$ cat src/rtl/fxp_pkg.sv
// Shared types, widths and the rescale/saturate helper for the fixed-point MAC.
// Build option: FXP_MAC_ROUND_EN selects round-half-up rescaling. When it is
// undefined, rescaling truncates toward -infinity.
package fxp_pkg;

   localparam int FXP_WIDTH_INPUT    = 16;
   localparam int FXP_WIDTH_FRACTION = 9;
   localparam int FXP_WIDTH_ACC      = 40;
   localparam int FXP_WIDTH_CNT      = 8;
   localparam int FXP_MAC_LATENCY    = 3;

   typedef logic signed [FXP_WIDTH_INPUT-1:0]   fxp_in_t;
   typedef logic signed [2*FXP_WIDTH_INPUT-1:0] fxp_prod_t;
   typedef logic signed [FXP_WIDTH_ACC-1:0]     fxp_acc_t;

   // Clip limits of the output format, held at accumulator+1 width for comparison.
   localparam logic signed [FXP_WIDTH_ACC:0] FXP_SAT_MAX =
      (FXP_WIDTH_ACC+1)'((2**(FXP_WIDTH_INPUT-1)) - 1);
   localparam logic signed [FXP_WIDTH_ACC:0] FXP_SAT_MIN =
      (FXP_WIDTH_ACC+1)'(-(2**(FXP_WIDTH_INPUT-1)));

   // Rescale a full-precision sum back to the operand Q-format and clip it.
   // The sum is widened by one bit first, so the rounding add cannot wrap.
   // The result is packed as {sat, value}.
   function automatic logic [FXP_WIDTH_INPUT:0] fxp_sat(input fxp_acc_t    acc,
                                                        input int unsigned frac,
                                                        input logic        round);
      logic signed [FXP_WIDTH_ACC:0] w_ext;
      logic signed [FXP_WIDTH_ACC:0] w_shift;
      w_ext = {acc[FXP_WIDTH_ACC-1], acc};
      if (round && (frac != 0))
         w_ext = w_ext + ((FXP_WIDTH_ACC+1)'(1) << (frac - 1));
      w_shift = w_ext >>> frac;
      if (w_shift > FXP_SAT_MAX)
         return {1'b1, FXP_SAT_MAX[FXP_WIDTH_INPUT-1:0]};
      else if (w_shift < FXP_SAT_MIN)
         return {1'b1, FXP_SAT_MIN[FXP_WIDTH_INPUT-1:0]};
      else
         return {1'b0, w_shift[FXP_WIDTH_INPUT-1:0]};
   endfunction

endpackage

$ cat src/rtl/fxp_mul_stage.sv
// Front half of the MAC pipeline. S1 registers the operands and the last flag.
// S2 registers the full-width signed product. Both stages advance only on
// i_en. i_clear (like i_rst) drops whatever is in flight.
module fxp_mul_stage
   import fxp_pkg::*;
#(
   parameter int WIDTH_INPUT = FXP_WIDTH_INPUT
) (
   input  logic                          i_clk,
   input  logic                          i_rst,
   input  logic                          i_clear,
   input  logic                          i_en,
   input  logic                          i_valid,
   input  logic                          i_last,
   input  logic [WIDTH_INPUT-1:0]        i_a,
   input  logic [WIDTH_INPUT-1:0]        i_b,
   output logic                          o_valid,
   output logic                          o_last,
   output logic signed [2*WIDTH_INPUT-1:0] o_prod
);

   logic                            r_s1_valid;
   logic                            r_s1_last;
   logic signed [WIDTH_INPUT-1:0]   r_s1_a;
   logic signed [WIDTH_INPUT-1:0]   r_s1_b;
   logic                            r_s2_valid;
   logic                            r_s2_last;
   logic signed [2*WIDTH_INPUT-1:0] r_s2_prod;

   // Stage valid bits: cleared by reset or flush, otherwise shifted on enable.
   always_ff @(posedge i_clk) begin
      // NOTE: sequential state uses <= so every register samples pre-edge values.
      if (i_rst || i_clear) begin
         r_s1_valid <= 1'b0;
         r_s2_valid <= 1'b0;
      end else if (i_en) begin
         r_s1_valid <= i_valid;
         r_s2_valid <= r_s1_valid;
      end
   end

   // Payload registers: the valid bits qualify them, so they need no reset.
   always_ff @(posedge i_clk) begin
      // NOTE: datapath registers are left unreset on purpose; only control state is reset.
      if (i_en) begin
         r_s1_a    <= i_a;
         r_s1_b    <= i_b;
         r_s1_last <= i_last;
         r_s2_last <= r_s1_last;
         r_s2_prod <= (2*WIDTH_INPUT)'(r_s1_a) * (2*WIDTH_INPUT)'(r_s1_b);
      end
   end

   assign o_valid = r_s2_valid;
   assign o_last  = r_s2_last;
   assign o_prod  = r_s2_prod;

endmodule

$ cat src/rtl/fixedpoint_mac_pipe.sv
// Pipelined signed fixed-point multiply-accumulate.
// Stage S1/S2 live in fxp_mul_stage. This level holds S3 (accumulator, beat
// counter, output register) and the valid/ready handshake.
// Build option: FXP_MAC_ROUND_EN enables round-half-up rescaling of the final sum.
// The module parameters must match the widths in fxp_pkg, because the rescale
// helper is sized by the package.
module fixedpoint_mac_pipe
   import fxp_pkg::*;
#(
   parameter int WIDTH_INPUT    = FXP_WIDTH_INPUT,
   parameter int WIDTH_FRACTION = FXP_WIDTH_FRACTION,
   parameter int WIDTH_ACC      = FXP_WIDTH_ACC,
   parameter int WIDTH_CNT      = FXP_WIDTH_CNT
) (
   input  logic                   clk_i,
   input  logic                   rst_i,
   input  logic                   clear_i,
   input  logic                   valid_i,
   output logic                   ready_o,
   input  logic [WIDTH_INPUT-1:0] data_a_i,
   input  logic [WIDTH_INPUT-1:0] data_b_i,
   input  logic                   last_i,
   output logic                   valid_o,
   input  logic                   ready_i,
   output logic [WIDTH_INPUT-1:0] data_o,
   output logic                   sat_o,
   output logic [WIDTH_CNT-1:0]   count_o
);

`ifdef FXP_MAC_ROUND_EN
   localparam logic ROUND = 1'b1;
`else
   localparam logic ROUND = 1'b0;
`endif

   logic                            w_en;
   logic                            w_s2_valid;
   logic                            w_s2_last;
   logic signed [2*WIDTH_INPUT-1:0] w_s2_prod;
   logic signed [WIDTH_ACC-1:0]     w_sum;
   logic [WIDTH_CNT-1:0]            w_cnt_inc;
   logic [WIDTH_INPUT:0]            w_sat_res;

   logic signed [WIDTH_ACC-1:0]     r_acc;
   logic [WIDTH_CNT-1:0]            r_cnt;
   logic                            r_valid_o;
   logic [WIDTH_INPUT-1:0]          r_data_o;
   logic                            r_sat_o;
   logic [WIDTH_CNT-1:0]            r_count_o;

   // The whole pipeline freezes while a result waits for downstream.
   assign w_en    = !r_valid_o || ready_i;
   assign ready_o = w_en;

   fxp_mul_stage #(
      .WIDTH_INPUT (WIDTH_INPUT)
   ) u_mul (
      .i_clk   (clk_i),
      .i_rst   (rst_i),
      .i_clear (clear_i),
      .i_en    (w_en),
      .i_valid (valid_i),
      .i_last  (last_i),
      .i_a     (data_a_i),
      .i_b     (data_b_i),
      .o_valid (w_s2_valid),
      .o_last  (w_s2_last),
      .o_prod  (w_s2_prod)
   );

   // Running sum including the beat now in S2, the saturating beat count and the rescaled result.
   always_comb begin
      // NOTE: defaults first so that no path through this block can infer a latch.
      w_sum     = r_acc + WIDTH_ACC'(w_s2_prod);
      w_cnt_inc = r_cnt;
      if (!(&r_cnt))
         w_cnt_inc = r_cnt + 1'b1;
      w_sat_res = fxp_sat(w_sum, WIDTH_FRACTION, ROUND);
   end

   // S3: accumulate non-last beats, emit and restart on the last beat, and hold everything while stalled.
   always_ff @(posedge clk_i) begin
      if (rst_i) begin
         r_acc     <= '0;
         r_cnt     <= '0;
         r_valid_o <= 1'b0;
         r_data_o  <= '0;
         r_sat_o   <= 1'b0;
         r_count_o <= '0;
      end else if (clear_i) begin
         r_acc     <= '0;
         r_cnt     <= '0;
         r_valid_o <= 1'b0;
      end else if (w_en) begin
         r_valid_o <= w_s2_valid && w_s2_last;
         if (w_s2_valid) begin
            if (w_s2_last) begin
               r_sat_o   <= w_sat_res[WIDTH_INPUT];
               r_data_o  <= w_sat_res[WIDTH_INPUT-1:0];
               r_count_o <= w_cnt_inc;
               r_acc     <= '0;
               r_cnt     <= '0;
            end else begin
               r_acc     <= w_sum;
               r_cnt     <= w_cnt_inc;
            end
         end
      end
   end

   assign valid_o = r_valid_o;
   assign data_o  = r_data_o;
   assign sat_o   = r_sat_o;
   assign count_o = r_count_o;

endmodule

$ cat config.mk
export PLATFORM = sky130hd
export DESIGN_NAME = fixedpoint_mac_pipe
export DESIGN_NICKNAME = d
export VERILOG_FILES = /design/src/rtl/fxp_pkg.sv /design/src/rtl/fxp_mul_stage.sv /design/src/rtl/fixedpoint_mac_pipe.sv
export SDC_FILE = /design/constraint.sdc
export NUM_CORES = 1
export LEC_CHECK = 0
export BUFFER_PORTS_ARGS = -buffer_cell sky130_fd_sc_hd__clkbuf_2
export CORE_MARGIN = 3
export CORE_UTILIZATION = 35
export DETAILED_ROUTE_END_ITERATION = 10
export GPL_TIMING_DRIVEN = 0
export PLACE_DENSITY_LB_ADDON = 0.05
export SKIP_LAST_GASP = 1
export SLEW_MARGIN = 10
export SYNTH_ARGS = -nofsm -noshare
export SYNTH_HDL_FRONTEND = slang
export SYNTH_SLANG_ARGS = --single-unit
$ cat constraint.sdc
create_clock -name clk_i -period 8.8 [get_ports clk_i]
set_input_delay 1.76 -clock clk_i [delete_from_list [all_inputs] [get_ports clk_i]]
set_output_delay 1.76 -clock clk_i [all_outputs]
set_load 0.02 [all_outputs]
Word-level counts from Yosys, hierarchy flattened:

Cells that the tools add are included.

* bits in registers: 142
* input bits: 38
* output and inout bits: 27
* logic and storage cells: 32

* add/subtract/negate cells: 2
* multiply operators: 1
* magnitude comparators: 2
* muxes and demuxes: 5
* bitwise operators: 1
* reduce and logical (&&, ||, !) cells: 8

Operators with widths (number)
* 40-bit by 32-bit adder with 40-bit output: 1
* 40-bit 2-to-1 mux: 1
* 17-bit 2-to-1 mux: 2
* 16-bit by 16-bit multiplier with 32-bit output: 1
* 31-bit by 16-bit > comparator with 1-bit output, second input constant: 1
* 31-bit by 16-bit less-than comparator with 1-bit output, second input constant: 1
* 8-bit 2-to-1 mux: 2
* 8-bit by 1-bit adder with 8-bit output, second input constant: 1
* 8-bit AND reduction: 1
* 4-bit AND reduction: 1
* 1-bit logical OR: 2
* 2-bit AND reduction: 1
* 2-bit OR reduction: 1
* 1-bit logical AND: 1
* 1-bit logical NOT: 1
* 1-bit inverter: 1

Longest topological paths before layout:

* word-level depth: 4
* gate-level depth with buffers: 26
* depth with buffers taken out: 25

Cells and area by module:

From an unflattened synthesis, not the netlist that was laid out.

* cells, all modules: 1882
* area, all modules: 17301.6 um^2

Modules (own cells, without submodules)
* fxp_mul_stage: times used 1, cells an instance 1177, area an instance 11950.2 um^2, seq. area each 2021.9 um^2
* fixedpoint_mac_pipe: times used 1, cells an instance 705, area an instance 5351.4 um^2, seq. area each 1481.4 um^2

Worst setup path before layout:

Ideal clock, no wire load.

* path kind: register to register
* start point: register u_mul.r_s1_b[6]
* end point: register u_mul.r_s2_prod[31], in the netlist u_mul.o_prod[31], data pin
* library setup time: 0.260 ns
* data arrival time: 6.326 ns
* slack: 2.214 ns
* cell stages (with the launch flop): 24
* period minus slack after synthesis: 6.586 ns
* cell sequence: edfxtp_1 clkbuf_1 and2_1 fa_1 inv_1 fa_1 fa_1 fa_1 inv_1 fa_1 inv_1 fa_1 inv_1 ha_1 a21o_1 a2111o_1 o221ai_1 o221a_2 a21oi_1 a221o_1 nor3_1 o21bai_1 a21oi_1 xnor2_1

* longest elaborated chain between the ends: 1

RTL lines
* start, declared: line fxp_mul_stage.sv:25 `logic signed [WIDTH_INPUT-1:0] r_s1_b;`
* start signal, assigned: line fxp_mul_stage.sv:47 `r_s1_b <= i_b;`
* 16-bit by 16-bit multiplier with 32-bit output: line fxp_mul_stage.sv:50 `r_s2_prod <= (2*WIDTH_INPUT)'(r_s1_a) * (2*WIDTH_INPUT)'(r_s1_b);`
* end signal, assigned: line fxp_mul_stage.sv:50
* end, declared: line fxp_mul_stage.sv:28 `logic signed [2*WIDTH_INPUT-1:0] r_s2_prod;`

Every way passes these cells.
A chain may end at the register's enable or synchronous reset.

Worst setup path after layout:

* start point: register u_mul.r_s1_a[7]
* end point: register u_mul.r_s2_prod[31], in the netlist u_mul.o_prod[31], data pin

* longest elaborated chain between the ends: 1

RTL lines
* start, declared: line fxp_mul_stage.sv:24 `logic signed [WIDTH_INPUT-1:0] r_s1_a;`
* start signal, assigned: line fxp_mul_stage.sv:46 `r_s1_a <= i_a;`
* 16-bit by 16-bit multiplier with 32-bit output: line fxp_mul_stage.sv:50

Every way passes these cells.

==> metrics <==
hold path depth=0; Clock Path Buffers=2; clock slew at reported path FFs=0.08 ns; total grt overflow=0; Clock Sink Count=142; Reg2Reg Depth=23; Period Utilization, post-route=0.887; vias in the first global route=13407; commonest non-fill, non-tap cell in the layout=inv_1; crit-path max FO=10; max-cap violations=0; vias=12425; Die Y=228 µm; EDFF count, synth=66; initial core utilization=0.358; multi-input logic area=12200 µm²; hpwl dp=37.1 mm; post-CTS resize count=0; CTS tree=built; Mapped Area=17300 µm²; min-delay src=u_mul.r_s1_last; Area Overhead vs Synth=10.3%; Worst Skew=0.0221 ns; RePlAce Congestion=0.839; syn_area_per_cell=9.29 µm²; drt pass-1 iters=5; post-synth cell types=71; CP arrival=8.01 ns; Via density=4.76; kind of critical path=reg -> reg; fraction of layout cells with a size suffix above 1=0.0742; Setup Fix Bufs, Post-CTS=0; worst hold path class=reg -> reg; fin. max-slew vios=0; Required @ worst endpoint=9.01 ns; hold_ws=0.426 ns; Yosys reg bits=142; worst hold path endpoint=u_mul.o_last; Post-CTS Hold Fix Bufs=0; H-tree depth=4; critical path capture point type=register; DR DRC count=0; clock root cell=clkbuf_16; Tmin final=7.80 ns; RSZ-0062 raised after global routing=no; die width=228 µm; CTS buffer count=17; Final setup violation count=0; worst skew pair latency=0.48 ns; leading cell types in the layout, fill and taps excluded=inv_1, fa_1, nand2_1; Critical R2R Capture=u_mul.o_prod[31]; number of port buffers=63; synth warn=0; outcome=completed; Final Hold Vio Count=0; antenna violations before repair=0; largest net degree at the start of global routing=40; worst reg2reg setup slack=1.0 ns; register area=3500 µm²; Nets=2364; num ports=65; sequential share of the synthesized area=0.203; DR WL/cell=17.0 µm; critical path startpoint category=register; FFs w/ async S/R, synth=0; first-pass GRT wire length=73.8 mm; relative slew slack=0.342; Fmax=128 MHz; Tightest Pin Transition=0.979 ns; Critical R2R Launch=u_mul.r_s1_a[7]; die area=52000 µm²; origin of the worst setup path=u_mul.r_s1_a[7]; Antenna Nets Post-Route=0; core area=48200 µm²; post-synth net total=2281; All-Layer GR Usage=0.180; Initial DRC Count=582; total negative setup slack=0 ns; fill cell count=4979; row count=80; Routed WL=44.4 mm; Post-Syn Instances=1858; ys flop type=dfxtp_1
==> cells by family (layout without fill, tap and decap cells) <==
kind of cell	after synthesis	after routing	share of synthesized area
xor+xnor	71	71	0.0360
flops	142	142	0.203
other cells	0	1	0
compound gates	286	286	0.119
fa+ha+maj	385	385	0.394
simple gates	558	558	0.155
buf+inv	413	509	0.0912
mux	3	3	0.00174
==> stage by stage <==
step | util | area, µm² | cells | worst slack (ns)
5_1_grt | 0.394 | 19000 | 2610 | 0.664
3_5_place_dp | 0.382 | 18400 | 2578 | 1.02
3_3_place_gp | 0.381 | 18400 | 2577 | 1.00
6_report | 0.394 | 19000 | 2611 | 0.997
2_1_floorplan | - | 17300 | 1858 | 2.21
4_1_cts | 0.394 | 19000 | 2610 | 1.01
==> layer usage <==
layer,vias up,part of all wire,global-route usage
li1,6105,-,-
met1,6121,0.48,0.246
met2,166,0.47,0.297
met3,33,0.028,0.0248
met4,0,0.017,0.0562
met5,-,0,0
==> critical path, cell delays in order, from the launching register on <==
cell and delay (ns):
edfxtp_1 0.67, clkbuf_1 0.60, nand2_1 0.17, fa_1 0.60
fa_1 0.45, fa_1 0.53, inv_1 0.05, ha_1 0.31
fa_1 0.53, inv_1 0.05, fa_1 0.53, inv_1 0.05
ha_1 0.35, a21o_1 0.18, a21o_1 0.18, a2111o_1 0.41
o221ai_1 0.43, o221a_2 0.30, a21oi_1 0.14, a221o_1 0.36
nor3_1 0.23, o21bai_1 0.12, a21oi_1 0.18, xnor2_1 0.10
==> synth_stat cells, drive strengths merged (6+ instances only) <==
library cell / count / area share
o211ai: 6 / 0.0029
ha: 122 / 0.088
and2: 132 / 0.048
clkbuf: 63 / 0.014
nor3: 20 / 0.0058
a211oi: 20 / 0.010
and3: 11 / 0.0040
a22oi: 30 / 0.013
dfxtp: 76 / 0.088
a21o: 37 / 0.016
xor2: 26 / 0.013
nand2: 182 / 0.040
buf: 10 / 0.0035
nand2b: 9 / 0.0033
nor2: 145 / 0.032
o21bai: 10 / 0.0044
o2bb2ai: 16 / 0.012
nand4: 12 / 0.0047
nand3: 21 / 0.0061
a21oi: 84 / 0.025
inv: 340 / 0.074
edfxtp: 66 / 0.11
o21ai: 33 / 0.0098
a31oi: 7 / 0.0025
o21a: 10 / 0.0044
xnor2: 45 / 0.023
fa: 263 / 0.31
==> worst max path at each step <==
stage / endpoint / slack, ns / depth (start not counted)
after floorplan: u_mul.o_prod[31] / 2.21 / 23
after detailed placement: u_mul.o_prod[31] / 1.02 / 23
after global routing: u_mul.o_prod[31] / 0.66 / 23
after global placement: data_o[14] / 1.00 / 13
after CTS: u_mul.o_prod[31] / 1.01 / 23
final: u_mul.o_prod[31] / 1.0 / 23
==> flip-flops by register name, indices dropped and copies added (netlist names) <==
signal / flops
u_mul.r_s1_b: 16
u_mul.r_s1_valid: 1
u_mul.r_s1_a: 16
r_acc: 40
sat_o: 1
u_mul.o_valid: 1
u_mul.r_s1_last: 1
count_o: 8
data_o: 16
u_mul.o_last: 1
r_cnt: 8
valid_o: 1
u_mul.o_prod: 32
==> area by class of cell <==
class / instances / share of cell area
diodes: 1 / 0.000132
plain buffers: 73 / 0.0158
clock buffers: 17 / 0.0224
clock inverters: 15 / 0.00973
inverters: 340 / 0.0671
multi-input cells: 1303 / 0.640
flip-flops and latches: 142 / 0.184
well taps: 656 / 0.0431
repair buffers: 64 / 0.0176
Power is not shown: default switching activity piles up to over one toggle a cycle in this logic, so the estimate is an artifact.
